### src/rtl/pre.sv
// pre: forwards user AXI-Stream packets through one register stage, optionally appending a sequence-number beat, and counts packets sent.
module pre #(
    parameter int DATA_WIDTH = 32,
    parameter int CNTR_WIDTH = 64,
    parameter logic [DATA_WIDTH-1:0] SEQ_INIT = 1
) (
    input  logic                  m_axis_aclk,
    input  logic                  m_axis_areset,
    input  logic                  s_axis_tvalid,
    output logic                  s_axis_tready,
    input  logic [DATA_WIDTH-1:0] s_axis_tdata,
    input  logic                  s_axis_tlast,
    output logic                  m_axis_tvalid,
    input  logic                  m_axis_tready,
    output logic [DATA_WIDTH-1:0] m_axis_tdata,
    output logic                  m_axis_tlast,
    input  logic                  ctrl_seq_en,
    input  logic                  ctrl_rst_seq,
    input  logic                  ctrl_rst_cntr_out,
    output logic [CNTR_WIDTH-1:0] slv_cntr_out
);
    typedef enum logic {ST_DATA, ST_SEQ} state_t;
    state_t state, state_n;
    logic [DATA_WIDTH-1:0] seq;
    logic in_pkt, seq_en_lat, slot_free, accept, enable, seq_load;
    assign slot_free = !m_axis_tvalid || m_axis_tready;
    assign s_axis_tready = (state == ST_DATA) && slot_free && !m_axis_areset;
    assign accept = s_axis_tvalid && s_axis_tready;
    // first beat of a packet uses the live enable so single-beat packets are covered
    assign enable = in_pkt ? seq_en_lat : ctrl_seq_en;
    assign seq_load = (state == ST_SEQ) && slot_free;
    always_comb begin
        state_n = state;
        if (accept && s_axis_tlast && enable) state_n = ST_SEQ;
        if (seq_load) state_n = ST_DATA;
    end
    always_ff @(posedge m_axis_aclk) begin
        if (m_axis_areset) begin
            state         <= ST_DATA;
            m_axis_tvalid <= 1'b0;
            m_axis_tdata  <= '0;
            m_axis_tlast  <= 1'b0;
            seq           <= SEQ_INIT;
            in_pkt        <= 1'b0;
            seq_en_lat    <= 1'b0;
            slv_cntr_out  <= '0;
        end else begin
            state <= state_n;
            if (accept) begin
                m_axis_tvalid <= 1'b1;
                m_axis_tdata  <= s_axis_tdata;
                m_axis_tlast  <= s_axis_tlast && !enable;
                in_pkt        <= !s_axis_tlast;
                if (!in_pkt) seq_en_lat <= ctrl_seq_en;
            end else if (seq_load) begin
                m_axis_tvalid <= 1'b1;
                m_axis_tdata  <= seq;
                m_axis_tlast  <= 1'b1;
            end else if (m_axis_tready) begin
                m_axis_tvalid <= 1'b0;
            end
            if (ctrl_rst_seq) seq <= SEQ_INIT;
            else if (seq_load) seq <= seq + DATA_WIDTH'(1);
            if (ctrl_rst_cntr_out) slv_cntr_out <= '0;
            else if (m_axis_tvalid && m_axis_tready && m_axis_tlast) slv_cntr_out <= slv_cntr_out + CNTR_WIDTH'(1);
        end
    end
endmodule

### config.mk
export PLATFORM = sky130hd
export DESIGN_NAME = pre
export DESIGN_NICKNAME = d
export VERILOG_FILES = /design/src/rtl/pre.sv
export SDC_FILE = /design/constraint.sdc
export NUM_CORES = 1
export LEC_CHECK = 0
export CORE_ASPECT_RATIO = 1.25
export CORE_UTILIZATION = 47
export CTS_BUF_LIST = sky130_fd_sc_hd__clkbuf_4 sky130_fd_sc_hd__clkbuf_8
export DETAILED_ROUTE_END_ITERATION = 7
export GPL_ROUTABILITY_DRIVEN = 0
export PLACE_DENSITY_LB_ADDON = 0.15
export REMOVE_ABC_BUFFERS = 1
export SYNTH_ARGS = -nofsm -noshare
export SYNTH_HDL_FRONTEND = slang
export SYNTH_SLANG_ARGS = --single-unit
### constraint.sdc
create_clock -name m_axis_aclk -period 1.86 [get_ports m_axis_aclk]
set_input_delay 0.372 -clock m_axis_aclk [delete_from_list [all_inputs] [get_ports m_axis_aclk]]
set_output_delay 0.372 -clock m_axis_aclk [all_outputs]
set_load 0.005 [all_outputs]
# After elaboration in Yosys (flattened, before gate mapping)
# Index checks and enable logic that the tools add are counted.
# totals
n_memories	0
regBits	133
out_inout_bits	99
in_bits	40
rom_bits	0
ram_bits	0
elab_cells	38
latch_bits	0
# classes
reduce_logical	19
n_bitwise	1
n_mux	8
eq_ne	0
n_lt_le_gt_ge	0
multipliers	0
shifts	0
n_addsub	2
div	0
# op_table
op	n
adder 64 x 1 -> 64 bit (second input constant)	1
two-way mux 32 bit	2
adder 32 x 1 -> 32 bit (second input constant)	1
logical AND 1 bit	9
two-way mux 1 bit	6
OR reduction 2 bit	3
logical NOT 1 bit	4
nonzero test 3 bit	1
nonzero test 2 bit	1
logical OR 1 bit	1
NOT 1 bit	1

# Logic depth before layout (Yosys ltp)
# depth
word_depth	7
mapped_depth	7
ltp_nobuf	6

# Worst setup path before layout
# Ideal clock, no wire load.
# synth_path
path_type	register to register
from	register slv_cntr_out[49]
to	register slv_cntr_out[60]
setup_ns	0.070
arrival_time_ns	2.034
path_stages_with_launch	7
path_buffers	1
synth_period_minus_slack_ns	2.103
path_slack_ns	-0.243
required_ns	1.790
cell_sequence	dfxtp_1 nand4_2 or4_4 or3_1 buf_2 or4_1 a21oi_1
# synth_via
elab_chain_cells	1
# synth_rtl
element	line_no	text
from (decl)	20	output logic [CNTR_WIDTH-1:0] slv_cntr_out
from (signal assigned)	65	else if (m_axis_tvalid && m_axis_tready && m_axis_tlast) slv_cntr_out <= slv_cntr_out + CNTR_WIDTH'(1);
adder 64 x 1 -> 64 bit	65	
# No other way between the ends.
# A chain may end at the register's enable or synchronous reset.

# Final worst setup path
# layout_path
from	register slv_cntr_out[16]
to	register slv_cntr_out[61]
# Same word-level chain as after synthesis.

==> run summary <==
Fill count: 860
Post-Synthesis Cell Area: 6150 µm²
WL per Instance: 16.9 µm
Max Fclk: 490 MHz
PwrDens: 606 nW/µm²
TritonRoute pass-1 iters: 5
Detail Placement HPWL: 13100 µm
Clk_lat worst skew: 0.45 ns
Setup_tns: -1.28 ns
Share of the cycle needed by the critical path after routing: 1.10
Worst-Margin Slew: 0.458 ns
NetSw: 1.40 mW
CP top delay family: simple AND/OR/NAND/NOR gates
Met2 usage: 0.529
N_diodes: 0
WP depth: 7
Htree depth: 4
Post-synth cell types: 45
Final setup viols: 24
Share of layout cells above drive strength 1: 0.313
Internal power: 4.58 mW
Initial Utilization: 0.483
Failing checks: setup timing
Layout area overhead: 60.7%
# IOs: 139
Cts hold-fix bufs: 0
Peak VDD IR: 0.000393 V
Worst Path Arrival: 2.37 ns
Clock Tree Buf Depth: 2
Clock transition at path regs: 0.08 ns
WS Path Type: reg -> reg
Post-route ant nets: 0
Crit-path max FO: 5
Worst Path Required: 2.19 ns
Logic pwr share: 0.075
Area leader, netlist: dfxtp_1
Die area: 13500 µm²
Cell depth of the worst hold path: 2
Reg power frac: 0.490
Vias in the first global route: 6667
Max_slew headroom: 0.692
IO Port Bufs: 138
Outcome: complete, but fails checks
First-pass GRT wire length: 30600 µm
Hold Violations, Final: 0
DRC: 0
GRT Total Usage: 0.278
FF-to-FF path depth: 7
Post-route clock skew: 0.0124 ns
Most common cell in the synthesized netlist: dfxtp_1
Met3 GRT Util: 0.0524
Met1 Use GR: 0.297
Num rows: 46
Mapped Cells: 754
Die width: 104 µm
RSZ-0062 raised after global routing: yes
Root buffer cell: clkbuf_8
Setup crit end kind: register
Core Area: 12700 µm²
Yosys top cell area share: 0.433
Max-slew violation count: 0
Largest net degree at the start of global routing: 53
Cell breakdown of the critical path: nand4_1, buf_6, nor3_4, nand4bb_4, buf_4, o31ai_1, a21oi_2
Routed vias: 6896
Placed cell areas: 8640 µm²
Setup crit start kind: register
Die H: 130 µm
Routed vias/inst: 5.68
EDFF count, synth: 0
Initial antenna violation count: 0
Final worst slack: -0.179 ns
GR peak layer: met2
Mean Syn Cell Area: 8.15 µm²
CP max stage cell: o31ai_1
Synth warn: 0
Starting DRT DRC Count: 309
Synth top area cells: dfxtp_1, nor2_1, nand2_1, xnor2_1, a311oi_1
Clock power frac: 0.435
Maxcap violations: 0
Primary FF master, synth: dfxtp_1
Max incr delay on CP: 0.42 ns
CTS sink cnt: 133
Switch share: 0.234
Finished Cell Area: 9880 µm²
Seq/Total Area, Yosys: 0.433
TritonCTS clock tree: yes
GRT overflow: 0
Worst Path Buf+Inv: 2
Asr flop ratio synth: 0
CTS Buf Count: 17
Pleak: 3.66 nW
Nets@finish: 1076
Min cycle time layout: 2.04 ns
Seq cells post-synth: 133
Total Power: 5.98 mW
Final wirelength: 20500 µm
Synth cell count leaders: dfxtp_1, nor2_1, nand2_1, xnor2_1, a21oi_1
Worst min-delay path class: reg -> reg
## sequential cells by signal, summed over array words and instances (netlist names)
register	count
in_pkt	1
seq_en_lat	1
slv_cntr_out	64
m_axis_tvalid	1
m_axis_tdata	32
seq	32
state	1
m_axis_tlast	1
## cell families (layout without fill, tap and decap cells)
kind of cell             Yosys count  count (layout)  synth area share
AO/OA/AOI/OAI                    101             101             0.110
AND/OR/NAND/NOR                  393             393             0.321
adder cells (fa/ha/maj)            2               2           0.00407
XOR/XNOR                          62              62            0.0884
buffers and inverters             61             354            0.0403
flip-flops                       133             133             0.433
multiplexers                       2               2           0.00326
## worst paths after layout
check                                      start          endpoint  slack, ns
worst min-delay path                      in_pkt            in_pkt       0.48
worst max-delay path            slv_cntr_out[16]  slv_cntr_out[61]      -0.18
worst min register to register            in_pkt            in_pkt       0.48
worst max register to register  slv_cntr_out[16]  slv_cntr_out[61]      -0.18
## power groups by stage
stage	sequential [mW]	combinational, mW	clock [mW]
2_1_floorplan	3.00	0.129	0
3_3_place_gp	3.00	0.426	0
3_5_place_dp	3.00	0.437	0
4_1_cts	2.93	0.446	2.60
5_1_grt	2.94	0.483	2.75
6_report	2.93	0.449	2.60
## worst min-delay path, delay by kind of cell (launching register included)
kind | cells | cell delay (ns)
compound gates | 1 | 0.06
simple gates | 1 | 0.06
flops | 1 | 0.32
## placed cells by master, fill, tap and decap left out, drive strengths merged, types with 18 or more instances in the layout
cell           count
buf              163
dfxtp            133
clkdlybuf4s50    126
nor2             111
nand2            105
xnor2             45
a21oi             37
nand3             34
nand4             32
a311oi            31
nor3              28
inv               23
clkbuf            22
or3               22
nor4              22
o21ai             18
## layer usage
layer,wire [µm],up-vias,part of all wire
li1,-,3227,-
met1,7730,3331,0.38
met2,11100,274,0.54
met3,1020,64,0.050
met4,671,0,0.033
met5,0,-,0
## layout make-up
cell class                 count  area [µm²]  share of cell area
clock buffer                  21         277              0.0280
clock inverter                11         150              0.0152
timing repair buffer         300        2720               0.275
multi-input combinational    560        3730               0.378
inverter                      22        82.6             0.00836
tap                          168         210              0.0213
sequential                   133        2710               0.275
## metrics by stage
stage                     cells  hold slack [ns]  setup slack, ns  utilization
final                      1215            0.480           -0.179        0.776
after global routing       1215            0.503           -0.221        0.776
after CTS                  1207            0.480           -0.124        0.745
after detailed placement   1155            0.469           -0.606        0.679
after global placement     1155            0.454           -0.572        0.679
after floorplan             715            0.441           -0.374            -
## repair_timing
item	4_1_cts	5_1_grt
buffers inserted	17	8
endpoints found under the hold margin	0	0
setup endpoints to repair	77	62
cloned	3	0
pin swaps	35	26
resized for setup	81	82
(Power assumes the default switching activity.)
